<file path="src/rtl/fetch_pkg.sv">
// Shared types and constants for the instruction fetch stage.
package fetch_pkg;

    localparam int unsigned XLEN  = 32;
    localparam int unsigned IMM_W = 25;
    localparam int unsigned CNT_W = 8;

    localparam logic [XLEN-1:0] NOP_INST = 32'h0000_0013;
    localparam logic [XLEN-1:0] PC_STEP  = 32'd4;

    typedef enum logic [2:0] {
        IDLE,
        REQ,
        WAIT,
        VALID,
        FAULT
    } fetch_state_t;

endpackage

</file>
<file path="src/rtl/fetch_timeout_ctr.sv">
// Counts cycles spent waiting on instruction memory and flags when the limit is hit.
module fetch_timeout_ctr
    import fetch_pkg::*;
#(
    parameter int unsigned TIMEOUT = 16
) (
    input  logic clk,
    input  logic rst,
    input  logic clear,
    input  logic enable,
    output logic expired
);

    logic [CNT_W-1:0] cnt_q;
    logic [CNT_W-1:0] cnt_d;

    // Saturate so a stuck enable can never wrap back under the limit.
    always_comb begin
        cnt_d = cnt_q;
        if (clear) begin
            cnt_d = '0;
        end else if (enable && (cnt_q != '1)) begin
            cnt_d = cnt_q + CNT_W'(1);
        end
    end

    always_ff @(posedge clk) begin
        if (rst) begin
            cnt_q <= '0;
        end else begin
            cnt_q <= cnt_d;
        end
    end

    // High in the cycle whose increment would make the count reach TIMEOUT.
    assign expired = enable && (cnt_q == CNT_W'(TIMEOUT - 1));

endmodule

</file>
<file path="src/rtl/fetch_unit.sv">
// Instruction fetch stage: owns the PC, handshakes with imem, presents instructions to decode.
module fetch_unit
    import fetch_pkg::*;
#(
    parameter logic [31:0] RESET_PC = 32'h0000_0000,
    parameter int unsigned TIMEOUT  = 16
) (
    input  logic                  clk,
    input  logic                  rst,
    output logic                  imem_req,
    output logic [XLEN-1:0]       imem_addr,
    input  logic                  imem_ready,
    input  logic                  imem_rvalid,
    input  logic [XLEN-1:0]       imem_rdata,
    input  logic                  redirect_valid,
    input  logic [XLEN-1:0]       redirect_pc,
    input  logic                  dec_ready,
    output logic                  inst_valid,
    output logic [XLEN-1:0]       inst_pc,
    output logic [XLEN-1:0]       inst,
    output logic [IMM_W-1:0]      imm_field,
    output logic                  fetch_fault
);

    fetch_state_t    state_q, state_d;
    logic [XLEN-1:0] pc_q, pc_d;
    logic [XLEN-1:0] inst_q, inst_d;
    logic [XLEN-1:0] inst_pc_q, inst_pc_d;
    logic            drop_q, drop_d;
    logic            fault_q, fault_d;
    logic            imem_req_q;
    logic            inst_valid_q;
    logic            ctr_clear;
    logic            ctr_enable;
    logic            ctr_expired;
    logic            redir_ok;
    logic            redir_bad;

    assign redir_ok  = redirect_valid && (redirect_pc[1:0] == 2'b00);
    assign redir_bad = redirect_valid && (redirect_pc[1:0] != 2'b00);

    fetch_timeout_ctr #(
        .TIMEOUT (TIMEOUT)
    ) u_timeout (
        .clk     (clk),
        .rst     (rst),
        .clear   (ctr_clear),
        .enable  (ctr_enable),
        .expired (ctr_expired)
    );

    // Next-state: redirect beats dec_ready and pc+4; misaligned redirect overrides everything.
    always_comb begin
        state_d    = state_q;
        pc_d       = pc_q;
        inst_d     = inst_q;
        inst_pc_d  = inst_pc_q;
        drop_d     = drop_q;
        fault_d    = fault_q;
        ctr_clear  = 1'b0;
        ctr_enable = 1'b0;

        case (state_q)
            IDLE: begin
                state_d = REQ;
                if (redir_ok) pc_d = redirect_pc;
            end
            REQ: begin
                if (redir_ok) pc_d = redirect_pc;
                if (imem_ready) begin
                    state_d   = WAIT;
                    ctr_clear = 1'b1;
                    drop_d    = redir_ok;
                end
            end
            WAIT: begin
                ctr_enable = 1'b1;
                if (imem_rvalid) begin
                    if (redir_ok) begin
                        pc_d    = redirect_pc;
                        drop_d  = 1'b0;
                        state_d = REQ;
                    end else if (drop_q) begin
                        drop_d  = 1'b0;
                        state_d = REQ;
                    end else begin
                        inst_d    = imem_rdata;
                        inst_pc_d = pc_q;
                        state_d   = VALID;
                    end
                end else begin
                    if (redir_ok) begin
                        pc_d   = redirect_pc;
                        drop_d = 1'b1;
                    end
                    if (ctr_expired) begin
                        fault_d = 1'b1;
                        state_d = FAULT;
                    end
                end
            end
            VALID: begin
                if (redir_ok) begin
                    pc_d    = redirect_pc;
                    state_d = REQ;
                end else if (dec_ready) begin
                    pc_d    = pc_q + PC_STEP;
                    state_d = REQ;
                end
            end
            FAULT: begin
                state_d = FAULT;
            end
            default: begin
                state_d = FAULT;
                fault_d = 1'b1;
            end
        endcase

        if (redir_bad && (state_q != FAULT)) begin
            pc_d      = pc_q;
            inst_d    = inst_q;
            inst_pc_d = inst_pc_q;
            fault_d   = 1'b1;
            state_d   = FAULT;
        end
    end

    always_ff @(posedge clk) begin
        if (rst) begin
            state_q      <= IDLE;
            pc_q         <= RESET_PC;
            inst_q       <= NOP_INST;
            inst_pc_q    <= RESET_PC;
            drop_q       <= 1'b0;
            fault_q      <= 1'b0;
            imem_req_q   <= 1'b0;
            inst_valid_q <= 1'b0;
        end else begin
            state_q      <= state_d;
            pc_q         <= pc_d;
            inst_q       <= inst_d;
            inst_pc_q    <= inst_pc_d;
            drop_q       <= drop_d;
            fault_q      <= fault_d;
            imem_req_q   <= (state_d == REQ);
            inst_valid_q <= (state_d == VALID);
        end
    end

    assign imem_req    = imem_req_q;
    assign imem_addr   = pc_q;
    assign inst_valid  = inst_valid_q;
    assign inst_pc     = inst_pc_q;
    assign inst        = inst_q;
    assign imm_field   = inst_q[31:7];
    assign fetch_fault = fault_q;

endmodule

</file>
<file path="config.mk">
export PLATFORM = sky130hd
export DESIGN_NAME = fetch_unit
export DESIGN_NICKNAME = d
export VERILOG_FILES = /design/src/rtl/fetch_pkg.sv /design/src/rtl/fetch_timeout_ctr.sv /design/src/rtl/fetch_unit.sv
export SDC_FILE = /design/constraint.sdc
export NUM_CORES = 1
export LEC_CHECK = 0
export ABC_AREA = 1
export CORE_MARGIN = 8
export CORE_UTILIZATION = 35
export CTS_CLUSTER_DIAMETER = 80
export DETAILED_ROUTE_END_ITERATION = 10
export GPL_ROUTABILITY_DRIVEN = 0
export HOLD_SLACK_MARGIN = 0.1
export SLEW_MARGIN = 20
export SYNTH_ARGS = -nofsm -noshare
export SYNTH_HDL_FRONTEND = slang
export SYNTH_SLANG_ARGS = --single-unit
export TNS_END_PERCENT = 5
</file>
<file path="constraint.sdc">
create_clock -name clk -period 4.22 [get_ports clk]
set_input_delay 0.844 -clock clk [delete_from_list [all_inputs] [get_ports clk]]
set_output_delay 0.844 -clock clk [all_outputs]
set_load 0.1 [all_outputs]
</file>
==> results of run 1 <==
==> per-stage QoR <==
step	setup slack (ns)	util (%)	hold slack (ns)
final	1.25	49.8	0.465
after global routing	1.19	49.8	0.483
after CTS	1.23	49.8	0.468
after detailed placement	1.14	47.8	0.455
after global placement	1.20	47.8	0.451
after floorplan	1.90	-	0.434
==> path summary, 6_finish.rpt <==
kind,endpoint
setup / recovery,imem_addr[4]
hold / removal,inst_pc[6]
setup reg to reg,imem_addr[18]
hold reg to reg,inst_pc[6]
==> cell usage after synthesis, types with 2 or more instances <==
library cell    n
nor3_1          4
nand4_1         4
ha_1            2
o21ai_1         4
nand2_1       281
o21ai_0        30
a31oi_1         2
buf_6           9
nor2_2          3
dfxtp_1       111
buf_4          25
xor2_1          2
nand2_2         4
o211a_1         2
inv_1          46
clkbuf_1       14
nand3_1        46
buf_2          13
a21oi_1       108
or2_2           3
inv_2           4
nor2_1         79
nand3b_1        3
xnor2_1         6
o21bai_1        5
==> registers in the layout (all words and copies together) (netlist names) <==
signal	cells
imem_addr	32
inst	32
inst_pc	32
u_timeout.cnt_q	8
state_q	3
drop_q	1
fetch_fault	1
imem_req	1
inst_valid	1
==> report_power, final <==
group	switching (mW)	internal (mW)
Clock	0.420	0.487
Sequential	0.0309	1.07
Combinational	0.221	0.117
==> logic make-up (layout without fill, tap and decap cells) <==
| family | after synthesis | in the layout | share of synthesized area, % |
|---|---|---|---|
| xor gates and xnor gates | 8 | 8 | 1.28 |
| adders and majority gates | 2 | 2 | 0.457 |
| DFF | 111 | 111 | 40.6 |
| and+or+nand+nor | 430 | 430 | 31.8 |
| AOI/OAI and AO/OA | 153 | 153 | 14.7 |
| buffers and inverters | 114 | 265 | 11.2 |
==> layer usage <==
| layer | part of all wire [%] | global-route usage [%] |
|---|---|---|
| met1 | 45 | 21.3 |
| met2 | 47 | 28.7 |
| met5 | 0 | 0 |
| met3 | 6.8 | 4.22 |
| met4 | 0.63 | 4.92 |
==> area by class of cell <==
class / instances / area, um^2 / share of cell area [%]
multi-input cells: 593 / 2640 / 34.8
flip-flops and latches: 111 / 2220 / 29.2
repair buffers: 197 / 1960 / 25.7
well taps: 211 / 264 / 3.47
clock buffers: 10 / 239 / 3.14
inverters: 52 / 200 / 2.63
clock inverters: 6 / 78.8 / 1.04
==> flow_summary.yaml, run 1 <==
status:
  outcome: "finished, final reports clean"
cts:
  htree_levels: 3
  cts_inserted_buffers: 9
  cts_tree: "built"
  cts.sinks: 111
  post_cts_buffers: 0
  clkLatencyLatePin_ns: 0.36
  clk_path_buf_depth: 2
  cts_resized: 0
  clkTransAtPathRegs_ns: 0.08
  ctsHoldBuffers: 0
  clockRootBuffer: "clkbuf_16"
detailed_routing:
  drt-initial-drc-count: 229
  drtPass1Iterations: 4
  wirelength_mm: 17.3
  routed-via-count: 5512
  drc: 0
  ant_nets: 0
  routedWlPerCell_um: 14.7
  viasPerCell: 4.67
critical_path:
  crit_type: "reg2out"
  cpPeakStageDelay_ns: 1.25
  crit_buf_inv: 1
  startpoint_type: "register"
  timing.rr.start: "state_q[2]"
  crit_required_ns: 3.38
  crit_fanout: 8
  path_cells: "clkdlybuf4s50_1"
  ff2ff_path_depth: 8
  critPathTopFamily: "buffers and inverters"
  critPathLaunch: "imem_addr[4]"
  cp.arrival_ns: 2.12
  cp.depth: 1
  r2r_setup_slack_ns: 1.98
  endpoint_kind: "output pin"
  cp_slowest_cell: "clkdlybuf4s50_1"
global_route:
  grt_max_degree: 84
  grt_pass1_wl_mm: 27.5
  grt_pass1_vias: 5150
  track_usage_pct: 17.1
  antenna_found_initial: 0
  overflow: 0
floorplanning:
  dieArea_mm2: 0.0199
  rows: 45
  initial_core_util_pct: 35.9
  core_mm2: 0.0153
  fp.dieW_um: 141
  io-pin-count: 194
  dieHeight_um: 141
timing:
  hold_violations: 0
  relSlewSlack_pct: 29.9
  finalCritPeriodShare_pct: 70.3
  max_slew.worst_pin.slew_ns: 1.05
  clock_skew_ns: 0.00787
  fin_crit_ns: 2.97
  drv_slew: 0
  fmax_mhz: 337
  finalSetupTns_ns: 0
  rsz0062_at_grt: "false"
  setup_viol: 0
run:
  cap_viol_max_count: 0
yosys:
  synth_edf_count: 0
  ys_types: 33
  ys_seq_elements: 111
  synth_top_area_share_pct: 40.6
  synth_area_leaders: "dfxtp_1, nand2_1, a21oi_1"
  ys_seq_area_share_pct: 40.6
  ys.flop_type: "dfxtp_1"
  ys_async_sr_fraction_pct: 0
  syn-cell-area_mm2: 0.00548
  yosysWarnings: 0
  postSynthNetCount: 890
  synth_cells: 818
  synth_top_cell_by_area: "dfxtp_1"
  synth_area_per_cell_um2: 6.70
placement:
  dp.cells: 1164
  dpl.hpwl_mm: 12.9
  portBuffers: 193
  dpl_cell_area_mm2: 0.00729
layout:
  areaGrowthSynthToFinish_pct: 38.8
  fillers: 1576
  layout.nets: 1036
  fin_cells: 1180
  drive_above_1_share_pct: 4.02
  antennaDiodeCount: 0
  layout_commonest_cell: "nand2_1"
  final_area_mm2: 0.00760
  layout.cells.most_common_list: "nand2_1, clkdlybuf4s50_1, dfxtp_1"
power_and_ir_drop:
  vdd_drop_max_uv: 253
  fin_total_pwr_mw: 2.34
  power.density_mw_per_mm2: 308
  p_leak_nw: 2.61
worst_hold_path:
  hold_start: "inst_pc[6]"
  whs_path_depth: 2
  min_path_type: "reg2reg"
Power figures use the tool's default switching activity.
==> run 2, diff against run 1 <==
- PLACE_DENSITY: default -> 0.67
- clock period: 4.22 -> 2.5 ns (I/O delays scaled with it)
==> flow_summary.yaml, run 2 (synthesis gave the netlist of run 1 again) <==
status:
  outcome: "finished, final reports clean"
cts:
  cts_resized: 0
  clkLatencyLatePin_ns: 0.36
  htree_levels: 3
  cts_inserted_buffers: 9
  clkTransAtPathRegs_ns: 0.08
  clockRootBuffer: "clkbuf_16"
  clk_path_buf_depth: 2
  post_cts_buffers: 0
  cts.sinks: 111
  cts_tree: "built"
  ctsHoldBuffers: 0
critical_path:
  path_cells: "ha_1 -> nand2_1 -> nor2_1 -> nand2_1 -> nor2_1 -> nand2_1 -> nand2_1 -> nand2_1 -> o21ai_1 -> nor2_1"
  cp.arrival_ns: 2.26
  endpoint: "imem_addr[22]"
  rr_endpoint: "imem_addr[22]"
  startpoint_type: "register"
  crit_type: "reg2reg"
  crit_top_cell: "nand2_1"
  endpoint_kind: "register"
  crit_required_ns: 2.75
  timing.rr.start: "imem_addr[3]"
  crit_buf_inv: 0
  cp_slowest_cell: "dfxtp_1"
  cp.depth: 10
  cpPeakStageDelay_ns: 0.44
  r2r_setup_slack_ns: 0.49
  critPathTopFamily: "simple AND/OR/NAND/NOR gates"
  crit_fanout: 7
  ff2ff_path_depth: 10
  critPathLaunch: "imem_addr[3]"
layout:
  drive_above_1_share_pct: 17.8
  antennaDiodeCount: 0
  final_area_mm2: 0.00740
  layout.cells.most_common_list: "nand2_1, buf_4, dfxtp_1"
  layout.nets: 1048
  areaGrowthSynthToFinish_pct: 35.1
  layout_commonest_cell: "nand2_1"
timing:
  drv_slew: 0
  rsz0062_at_grt: "false"
  fin_crit_ns: 2.01
  max_slew.worst_pin.slew_ns: 0.493
  clock_skew_ns: 0.00901
  finalSetupTns_ns: 0
  hold_violations: 0
  relSlewSlack_pct: 67.0
  fmax_mhz: 497
  setup_viol: 0
  finalCritPeriodShare_pct: 80.4
global_route:
  grt_max_degree: 84
  antenna_found_initial: 0
  grt_pass1_wl_mm: 27.1
  grt_pass1_vias: 5156
  overflow: 0
  track_usage_pct: 16.9
detailed_routing:
  ant_nets: 0
  routed-via-count: 5607
  routedWlPerCell_um: 14.6
  drt-initial-drc-count: 280
  drtPass1Iterations: 5
  drc: 0
  wirelength_mm: 17.4
  viasPerCell: 4.70
placement:
  dpl_cell_area_mm2: 0.00710
  portBuffers: 193
  dpl.hpwl_mm: 13.1
floorplanning:
  io-pin-count: 194
  fp.dieW_um: 141
  dieArea_mm2: 0.0199
  dieHeight_um: 141
  initial_core_util_pct: 35.9
  rows: 45
  core_mm2: 0.0153
run:
  cap_viol_max_count: 0
worst_hold_path:
  hold_start: "drop_q"
  min_path_type: "reg2reg"
power_and_ir_drop:
  vdd_drop_max_uv: 312
  power.density_mw_per_mm2: 525
  fin_total_pwr_mw: 3.89
  p_leak_nw: 2.91
[run 2: cell types whose count changed in the layout (fill, tap and decap cells not counted), sizes merged]
| cell | before | now |
|---|---|---|
| buf | 5 | 141 |
| clkdlybuf4s50 | 192 | 68 |
| clkinvlp | 1 | 3 |
| clkbuf | 10 | 9 |
| inv | 52 | 51 |
[run 2: worst min-delay path, cell delays in order (launching register included)]
cell	delay, ns
dfxtp_1	0.31
nand2_1	0.06
a21oi_1	0.05
[run 2: per-layer routing]
layer / share of wire, % / up-vias / global-route usage (%) / wire length (um)
met5: 0 / - / 0 / 0
met4: 1.5 / 0 / 6.11 / 255
met3: 7.5 / 13 / 4.32 / 1300
met2: 46 / 195 / 28.2 / 7970
met1: 45 / 2488 / 20.7 / 7840
li1: - / 2911 / - / -
[run 2: stage by stage]
stage          utilization (%)  std cells  hold WS, ns  setup WS (ns)
2_1_floorplan                -        818        0.434          0.177
3_3_place_gp              46.6       1176        0.452          0.216
3_5_place_dp              46.6       1176        0.453          0.151
4_1_cts                   48.5       1192        0.464          0.499
5_1_grt                   48.5       1192        0.483          0.307
6_report                  48.5       1192        0.462          0.489
[run 2: how the worst min path moves through the flow]
| stage | endpoint | depth (start not counted) |
|---|---|---|
| floorplan | drop_q | 2 |
| global placement | inst_pc[16] | 2 |
| detailed placement | drop_q | 2 |
| CTS | drop_q | 2 |
| global route | inst_pc[4] | 2 |
| finish | drop_q | 2 |
[run 2: layout make-up]
| type | count | area [um^2] |
|---|---|---|
| Multi-Input combinational cell | 593 | 2640 |
| Sequential cell | 111 | 2220 |
| Clock buffer | 9 | 225 |
| Fill cell | 1595 | 7860 |
| Tap cell | 211 | 264 |
| Inverter | 52 | 200 |
| Timing Repair Buffer | 209 | 1770 |
| Clock inverter | 7 | 71.3 |
[run 2: report_power, final]
group | switching, mW | total [mW] | internal, mW
Clock | 0.682 | 1.46 | 0.778
Combinational | 0.380 | 0.576 | 0.195
Sequential | 0.0495 | 1.85 | 1.80
Total | 1.11 | 3.89 | 2.77
